==> src/rtl/instr_encoder_loader_if.sv <==
// Request, instruction-memory write port and status bundle for instr_encoder_loader.
// master = sequencer/bench side, slave = loader side.
interface instr_encoder_loader_if #(
  parameter int ADDR_W = 8
);
  logic              start;
  logic              in_valid;
  logic              in_ready;
  logic [2:0]        in_class;
  logic [4:0]        in_rs;
  logic [4:0]        in_rt;
  logic [4:0]        in_rd;
  logic [4:0]        in_shamt;
  logic [5:0]        in_funct;
  logic [15:0]       in_imm;
  logic [25:0]       in_target;
  logic              in_last;
  logic              imem_we;
  logic [ADDR_W-1:0] imem_addr;
  logic [31:0]       imem_wdata;
  logic [ADDR_W:0]   count;
  logic              done;
  logic              full;
  logic              err;
  logic [1:0]        dbg_state;

  modport master (
    output start, in_valid, in_class, in_rs, in_rt, in_rd, in_shamt,
           in_funct, in_imm, in_target, in_last,
    input  in_ready, imem_we, imem_addr, imem_wdata, count, done, full,
           err, dbg_state
  );

  modport slave (
    input  start, in_valid, in_class, in_rs, in_rt, in_rd, in_shamt,
           in_funct, in_imm, in_target, in_last,
    output in_ready, imem_we, imem_addr, imem_wdata, count, done, full,
           err, dbg_state
  );
endinterface

==> src/rtl/instr_encoder_loader.sv <==
// Encodes symbolic MIPS requests and writes them sequentially into instruction memory.
// Optional ENC_ABS_BRANCH_EN: absolute branch targets converted to PC-relative offsets.
module instr_encoder_loader #(
  parameter int ADDR_W = 8
) (
  input  logic                   clk,
  input  logic                   reset,
  instr_encoder_loader_if.slave  bus
);
  // Handshake: a request is taken on a rising edge where in_valid & in_ready.
  // in_ready is high only in IDLE with start low; each accept yields one WRITE cycle.
  typedef enum logic [1:0] {S_IDLE, S_WRITE, S_DONE, S_FULL} state_t;

  localparam logic [ADDR_W:0] DEPTH = {1'b1, {ADDR_W{1'b0}}};
  localparam logic [ADDR_W:0] ONE   = {{ADDR_W{1'b0}}, 1'b1};

  state_t            state_q, state_d;
  logic [ADDR_W:0]   count_q, count_d;
  logic [31:0]       word_q, word_d;
  logic              last_q, last_d;
  logic              err_q, err_d;
  logic [ADDR_W-1:0] ptr;
  logic [5:0]        opcode;
  logic [15:0]       imm;
  logic [31:0]       word_enc;
  logic              reject;

  // Pointer tracks count; count only reaches 2^ADDR_W in FULL, where no write happens.
  assign ptr = count_q[ADDR_W-1:0];

`ifdef ENC_ABS_BRANCH_EN
  logic [ADDR_W:0] br_off;
  assign br_off = {1'b0, bus.in_target[ADDR_W-1:0]} - ({1'b0, ptr} + ONE);
`endif

  always_comb begin
    opcode = 6'b000000;
    case (bus.in_class)
      3'd0: opcode = 6'b000000;
      3'd1: opcode = 6'b001000;
      3'd2: opcode = 6'b000100;
      3'd3: opcode = 6'b000101;
      3'd4: opcode = 6'b100011;
      3'd5: opcode = 6'b101011;
      3'd6: opcode = 6'b001010;
      3'd7: opcode = 6'b000010;
      default: opcode = 6'b000000;
    endcase
    imm    = bus.in_imm;
    reject = 1'b0;
`ifdef ENC_ABS_BRANCH_EN
    if (bus.in_class == 3'd2 || bus.in_class == 3'd3) begin
      imm = 16'($signed(br_off));
    end
    if (bus.in_class == 3'd2 || bus.in_class == 3'd3 || bus.in_class == 3'd7) begin
      reject = (bus.in_target >> ADDR_W) != 26'd0;
    end
`endif
    case (bus.in_class)
      3'd0:    word_enc = {opcode, bus.in_rs, bus.in_rt, bus.in_rd, bus.in_shamt, bus.in_funct};
      3'd7:    word_enc = {opcode, bus.in_target};
      default: word_enc = {opcode, bus.in_rs, bus.in_rt, imm};
    endcase
  end

  always_comb begin
    state_d = state_q;
    count_d = count_q;
    word_d  = word_q;
    last_d  = last_q;
    err_d   = 1'b0;
    case (state_q)
      S_IDLE: begin
        if (bus.start) begin
          count_d = '0;
        end else if (bus.in_valid) begin
          if (reject) begin
            err_d = 1'b1;
          end else begin
            word_d  = word_enc;
            last_d  = bus.in_last;
            state_d = S_WRITE;
          end
        end
      end
      S_WRITE: begin
        // The write in progress always completes; start only clears afterwards.
        if (bus.start) begin
          count_d = '0;
          state_d = S_IDLE;
        end else begin
          count_d = count_q + ONE;
          if (last_q)                       state_d = S_DONE;
          else if (count_q + ONE == DEPTH)  state_d = S_FULL;
          else                              state_d = S_IDLE;
        end
      end
      S_DONE, S_FULL: begin
        if (bus.start) begin
          count_d = '0;
          state_d = S_IDLE;
        end
      end
      default: state_d = S_IDLE;
    endcase
  end

  always_ff @(posedge clk or posedge reset) begin
    if (reset) begin
      state_q <= S_IDLE;
      count_q <= '0;
      word_q  <= '0;
      last_q  <= 1'b0;
      err_q   <= 1'b0;
    end else begin
      state_q <= state_d;
      count_q <= count_d;
      word_q  <= word_d;
      last_q  <= last_d;
      err_q   <= err_d;
    end
  end

  assign bus.in_ready   = (state_q == S_IDLE) && !bus.start;
  assign bus.imem_we    = (state_q == S_WRITE);
  assign bus.imem_addr  = bus.imem_we ? ptr : '0;
  assign bus.imem_wdata = bus.imem_we ? word_q : 32'd0;
  assign bus.count      = count_q;
  assign bus.done       = (state_q == S_DONE);
  assign bus.full       = (state_q == S_FULL);
  assign bus.err        = err_q;
  assign bus.dbg_state  = state_q;
endmodule

==> src/flat_wrapper.sv <==
// flat-port wrapper written by rule: the top's interface ports become plain ports
module instr_encoder_loader_flat 
#(
  parameter int ADDR_W = 8
)
  (clk, reset, bus_start, bus_in_valid, bus_in_class, bus_in_rs, bus_in_rt, bus_in_rd, bus_in_shamt, bus_in_funct, bus_in_imm, bus_in_target, bus_in_last, bus_in_ready, bus_imem_we, bus_imem_addr, bus_imem_wdata, bus_count, bus_done, bus_full, bus_err, bus_dbg_state);
  instr_encoder_loader_if #(.ADDR_W(ADDR_W)) bus_i ();
  input  logic clk;
  input  logic reset;
  input wire logic [$bits(bus_i.start)-1:0] bus_start;
  input wire logic [$bits(bus_i.in_valid)-1:0] bus_in_valid;
  input wire logic [$bits(bus_i.in_class)-1:0] bus_in_class;
  input wire logic [$bits(bus_i.in_rs)-1:0] bus_in_rs;
  input wire logic [$bits(bus_i.in_rt)-1:0] bus_in_rt;
  input wire logic [$bits(bus_i.in_rd)-1:0] bus_in_rd;
  input wire logic [$bits(bus_i.in_shamt)-1:0] bus_in_shamt;
  input wire logic [$bits(bus_i.in_funct)-1:0] bus_in_funct;
  input wire logic [$bits(bus_i.in_imm)-1:0] bus_in_imm;
  input wire logic [$bits(bus_i.in_target)-1:0] bus_in_target;
  input wire logic [$bits(bus_i.in_last)-1:0] bus_in_last;
  output wire logic [$bits(bus_i.in_ready)-1:0] bus_in_ready;
  output wire logic [$bits(bus_i.imem_we)-1:0] bus_imem_we;
  output wire logic [$bits(bus_i.imem_addr)-1:0] bus_imem_addr;
  output wire logic [$bits(bus_i.imem_wdata)-1:0] bus_imem_wdata;
  output wire logic [$bits(bus_i.count)-1:0] bus_count;
  output wire logic [$bits(bus_i.done)-1:0] bus_done;
  output wire logic [$bits(bus_i.full)-1:0] bus_full;
  output wire logic [$bits(bus_i.err)-1:0] bus_err;
  output wire logic [$bits(bus_i.dbg_state)-1:0] bus_dbg_state;
  assign bus_i.start = bus_start;
  assign bus_i.in_valid = bus_in_valid;
  assign bus_i.in_class = bus_in_class;
  assign bus_i.in_rs = bus_in_rs;
  assign bus_i.in_rt = bus_in_rt;
  assign bus_i.in_rd = bus_in_rd;
  assign bus_i.in_shamt = bus_in_shamt;
  assign bus_i.in_funct = bus_in_funct;
  assign bus_i.in_imm = bus_in_imm;
  assign bus_i.in_target = bus_in_target;
  assign bus_i.in_last = bus_in_last;
  assign bus_in_ready = bus_i.in_ready;
  assign bus_imem_we = bus_i.imem_we;
  assign bus_imem_addr = bus_i.imem_addr;
  assign bus_imem_wdata = bus_i.imem_wdata;
  assign bus_count = bus_i.count;
  assign bus_done = bus_i.done;
  assign bus_full = bus_i.full;
  assign bus_err = bus_i.err;
  assign bus_dbg_state = bus_i.dbg_state;
  instr_encoder_loader #(.ADDR_W(ADDR_W)) u_core (.clk(clk), .reset(reset), .bus(bus_i));
endmodule
==> config.mk <==
export PLATFORM = sky130hd
export DESIGN_NAME = instr_encoder_loader_flat
export DESIGN_NICKNAME = d
export VERILOG_FILES = /design/src/rtl/instr_encoder_loader_if.sv /design/src/rtl/instr_encoder_loader.sv /design/src/flat_wrapper.sv
export SDC_FILE = /design/constraint.sdc
export NUM_CORES = 1
export LEC_CHECK = 0
export CORE_UTILIZATION = 40
export CTS_BUF_LIST = sky130_fd_sc_hd__clkbuf_4 sky130_fd_sc_hd__clkbuf_8
export CTS_CLUSTER_SIZE = 40
export DETAILED_ROUTE_END_ITERATION = 10
export PLACE_DENSITY = 0.8
export SKIP_LAST_GASP = 1
export SLEW_MARGIN = 20
export SYNTH_ARGS = -nofsm -noshare
export SYNTH_HDL_FRONTEND = slang
export SYNTH_SLANG_ARGS = --single-unit
==> constraint.sdc <==
create_clock -name clk -period 1.6 [get_ports clk]
set_input_delay 0.32 -clock clk [delete_from_list [all_inputs] [get_ports clk]]
set_output_delay 0.32 -clock clk [all_outputs]
set_load 0.01 [all_outputs]
## Yosys cells after proc, flatten, opt, wreduce, memory -nomap -nowiden

Memories as Yosys holds them, arrays and structs flattened. A register that Yosys moved wholly into a read port is not among the register bits.
Index checks and enable logic that the tools add are counted.

| word-level totals | value |
|---|---|
| bits in latches | 0 |
| register bits after elaboration | 44 |
| bits in writable memories | 0 |
| bits in read-only memories | 40 |
| memories kept | 1 |
| input port bits | 76 |
| word-level logic and storage cells | 37 |

Memories:

| name | depth | width | read ports | clocked after Yosys merged registers in | write ports | line | text |
|---|---|---|---|---|---|---|---|
| (no name shown) | 8 | 5 | 1 | 1 | 0 | instr_encoder_loader.sv:38 | `case (bus.in_class)` |

| cells by class | value |
|---|---|
| mux-type cells | 13 |
| div/mod/pow operators | 0 |
| equal/unequal tests | 9 |
| $add $sub $neg | 1 |
| reductions and logical operators | 8 |
| shifts and indexed selects | 0 |
| multiply operators | 0 |
| bitwise logic cells | 1 |
| magnitude comparators | 0 |

Operators by type and width:

| cell | number |
|---|---|
| one-hot mux 26 bit (2 select lines) | 1 |
| 2-to-1 mux 32 bit | 1 |
| 2-to-1 mux 9 bit | 2 |
| one-hot mux 9 bit (2 select lines) | 1 |
| 2-to-1 mux 2 bit | 6 |
| adder 9 x 1 -> 9 bit (second input constant) | 1 |
| == test 9 bit (second input constant) | 1 |
| 2-to-1 mux 8 bit | 1 |
| != test 2 bit (second input constant) | 3 |
| one-hot mux 2 bit (3 select lines) | 1 |
| AND reduction 3 bit | 2 |
| == test 2 bit (second input constant) | 2 |
| == test 3 bit (second input constant) | 1 |
| zero test 3 bit | 1 |
| OR reduction 3 bit | 1 |
| == test 2 x 1 -> 1 bit (second input constant) | 1 |
| zero test 2 bit | 1 |
| != test 2 x 1 -> 1 bit (second input constant) | 1 |
| OR reduction 2 bit | 1 |
| logical AND 1 bit | 1 |
| zero test 1 bit | 1 |
| inverter 1 bit | 1 |

## Longest topological paths before layout

| depth | value |
|---|---|
| depth after elaboration | 6 |
| gate-level depth with buffers | 8 |
| mapped depth without buffers | 6 |

## Worst setup path before layout

OpenSTA, ideal clock, no wires.

| path | value |
|---|---|
| path type | register to output |
| start point | register u_core.state_q[1] (netlist: u_core.bus.dbg_state[1]) |
| end point | output bus_imem_addr[0] |
| cell stages (with the launch flop) | 5 |
| setup slack | 0.071 ns |
| arrival | 1.209 ns |
| required time | 1.280 ns |
| cells stage by stage | dfrtp_1 nand2b_1 inv_1 clkbuf_1 and2_1 |

| on the way | value |
|---|---|
| cells in the longest elaborated chain, start to end | 2 |

Ends and longest elaborated chain:

| item | line | text |
|---|---|---|
| start, declared | instr_encoder_loader.sv:17 | `state_t state_q, state_d;` |
| start signal, assigned | instr_encoder_loader.sv:116 | `state_q <= state_d;` |
| == test 2 x 1 -> 1 bit | instr_encoder_loader.sv:125 | `assign bus.imem_we = (state_q == S_WRITE);` |
| net bus_imem_we | flat_wrapper.sv:22 | `output wire logic [$bits(bus_i.imem_we)-1:0] bus_imem_we;` |
| 2-to-1 mux 8 bit | instr_encoder_loader.sv:126 | `assign bus.imem_addr = bus.imem_we ? ptr : '0;` |
| end, declared | flat_wrapper.sv:23 | `output wire logic [$bits(bus_i.imem_addr)-1:0] bus_imem_addr;` |

The timed path passes the listed nets, and every way through them passes these cells.

## Worst setup path after layout

| path | value |
|---|---|
| start point | register u_core.state_q[1] (netlist: u_core.bus.dbg_state[1]) |
| end point | output bus_imem_wdata[23] |

| on the way | value |
|---|---|
| cells in the longest elaborated chain, start to end | 2 |

Ends and longest elaborated chain:

| item | line | text |
|---|---|---|
| == test 2 x 1 -> 1 bit | instr_encoder_loader.sv:125 |  |
| 2-to-1 mux 32 bit | instr_encoder_loader.sv:127 | `assign bus.imem_wdata = bus.imem_we ? word_q : 32'd0;` |
| end, declared | flat_wrapper.sv:24 | `output wire logic [$bits(bus_i.imem_wdata)-1:0] bus_imem_wdata;` |

Every way passes these cells.

==> out/results.txt <==
status - finished, violations left
failing checks - negative setup slack
final setup fails - 36
via/cell ratio - 5.00
WP data arrival - 1.43 ns
total track usage - 21.5%
CTS tree - done
ys flop type - dfrtp_1
placed cell count - 497
most frequent cells in the layout - 79 x clkdlybuf4s50_1, 43 x nand2_1, 41 x dfrtp_1, 39 x buf_6, 38 x nor2_1
Synth async-reset ratio - 100%
largest net degree at the start of global routing - 27
Layout Skew - 0.00467 ns
Final Power - 3.18 mW
routed vias - 2,659
Post-DP Area - 0.00407 mm²
RSZ-0062 raised after global routing - true
Max IR drop VDD - 0.426 mV
final hold viol count - 0
Worst path slowest cell - dfrtp_1
Syn-to-layout area delta - 78.8%
Crit path top cell by count - buf_6
final instance area - 0.00466 mm²
EDFF count, synth - 0
IO Pins - 132
clock slew at reported path FFs - 0.08 ns
DR WL met3 - 440 µm
Worst-Skew Late Latency - 0.29 ns
Post-Syn Area - 0.00261 mm²
area leader, netlist - dfrtp_1
fmax - 570 MHz
routed wire length - 7580 µm
global-route wire length before repair - 11,000 µm
pwr dens - 682 mW/mm²
DP HPWL - 5190 µm
leakage power - 2.10 nW
MaxCap Viol Count - 0
fin nets - 534
post-route clock period utilization - 110%
Critical Path, Cell by Cell - nand2b_4 -> inv_4 -> buf_8 -> buf_12 -> buf_6 -> and2_4 -> buf_6
Multi-input gate area - 0.00147 mm²
die height - 82.8 µm
top cell type's share of synthesized area - 41.2%
share of cells above drive strength 1 - 37.1%
sequential share of the synthesized area - 41.2%
hold crit path type - in -> async
Initial Util - 41.3%
cells after synthesis - 285
# port buffers - 129
post-layout worst setup margin - -0.154 ns
Max Root-Sink Buffers - 2
row count - 29
final core utilization - 73.9%
top post-synthesis cells by area - dfrtp_1 41%, and2_1 8.9%, a31oi_2 6.2%
number of distinct library cells after synthesis - 38
WL met2 - 3990 µm
CP Max Fanout - 6
total CTS buffers - 5
Max Slew Vio Count - 0
DR iter-0 viols - 109
cts hold-fix bufs - 0
fill count - 507
WL met1 - 3080 µm
Final Instance Count excl. Fillers - 532
number of global-route vias before repair - 2,447
Syn Area/Cell - 9.15 µm²
global placement routability congestion - 0.815
critical path type - reg -> out
ant diodes - 0
wire length per cell - 14.3 µm
commonest non-fill, non-tap cell in the layout - clkdlybuf4s50_1
global route total overflow - 0
Clock Sinks - 43
flops & latches, synth - 43
CTS Root Cell - clkbuf_8
die area - 0.00685 mm²
DRC - 0
Synth warnings - 0
Fin Hold WS - 0.296 ns
Crit. End Element - output pin
initial antenna violation count - 0
antenna viol nets, final - 0
CP startpoint kind - register
min Tclk post-route - 1.75 ns
register area - 0.00108 mm²
Core Area - 0.00631 mm²
H-Tree Level Count - 2
CP max stage delay - 0.38 ns
chip width - 82.8 µm
Req. time, crit path - 1.28 ns
Initial DRT Pass Iterations - 4
top sig layer - met4
==> per-stage QoR <==
stage / setup slack [ns] / setup TNS, ns
5_1_grt: -0.240 / -6.74
2_1_floorplan: 0.0706 / 0
3_3_place_gp: -0.373 / -17.06
3_5_place_dp: -0.437 / -18.57
6_report: -0.154 / -3.41
4_1_cts: -0.188 / -3.86
==> cell type report <==
cell class | instances | area share, %
repair buffers | 180 | 40.9
multi-input cells | 216 | 31.5
clock inverters | 3 | 0.322
flip-flops and latches | 43 | 23.1
clock buffers | 5 | 1.48
inverters | 8 | 0.697
well taps | 77 | 2.07
==> cell families (layout without fill, tap and decap cells) <==
logic type,Yosys count,count (layout),synth area share (%)
buf+inv,30,196,8.78
other cells,1,2,0.144
fa+ha+maj,4,4,1.92
flops,43,43,41.2
mux,4,4,1.63
xor+xnor,7,7,2.35
simple gates,145,148,28.2
compound gates,51,51,15.7
==> metal layers <==
layer	global-route usage (%)	vias to the layer above
met2	39.5	90
met1	25.1	1264
met3	4.29	6
met5	0	-
met4	6.21	0
li1	-	1299
==> Yosys cell counts (all sizes together) (3+ instances only) <==
cell type  count
ha             4
a22oi         16
nor3           5
dfrtp         43
xnor2          5
nand3          3
a31oi         27
clkbuf         4
and2          39
nor4           4
nand2         43
a21oi          4
nor2          40
o21ai          4
inv            8
buf           18
==> worst max-delay path, delay by kind of cell (launching register included) <==
family                 cells  cell delay [ns]
buffers and inverters      5             0.47
DFF                        1             0.38
and+or+nand+nor            2             0.27
==> timing repair <==
item	CTS	global route
setup buffers	15	6
gates cloned	3	5
endpoints found under the setup margin	74	72
resized for setup	217	59
pin swaps	19	15
==> flip-flops by register name, indices dropped and copies added (netlist names) <==
name / count
u_core.bus.dbg_state: 2
u_core.word_q: 31
u_core.last_q: 1
u_core.bus.count: 9
==> power by group <==
group | internal [mW] | leakage [nW] | switching (mW)
Sequential | 1.26 | 0.507 | 0.0971
Clock | 0.299 | 0.0477 | 0.362
Combinational | 0.700 | 1.55 | 0.460
==> path summary, 6_finish.rpt <==
kind	startpoint	to	cells after the start	slack, ns
setup / recovery	u_core.bus.dbg_state[1]	bus_imem_wdata[23]	7	-0.15
hold / removal	reset	u_core.word_q[5]	2	0.30
setup reg to reg	u_core.bus.dbg_state[0]	u_core.word_q[17]	6	0.05
hold reg to reg	u_core.word_q[27]	u_core.word_q[27]	1	0.52
max in group asynchronous	reset	u_core.bus.count[5]	3	0.90
min in group clk	bus_in_class[1]	u_core.word_q[28]	4	0.44
No activity file was read; power rests on OpenSTA's default activity.
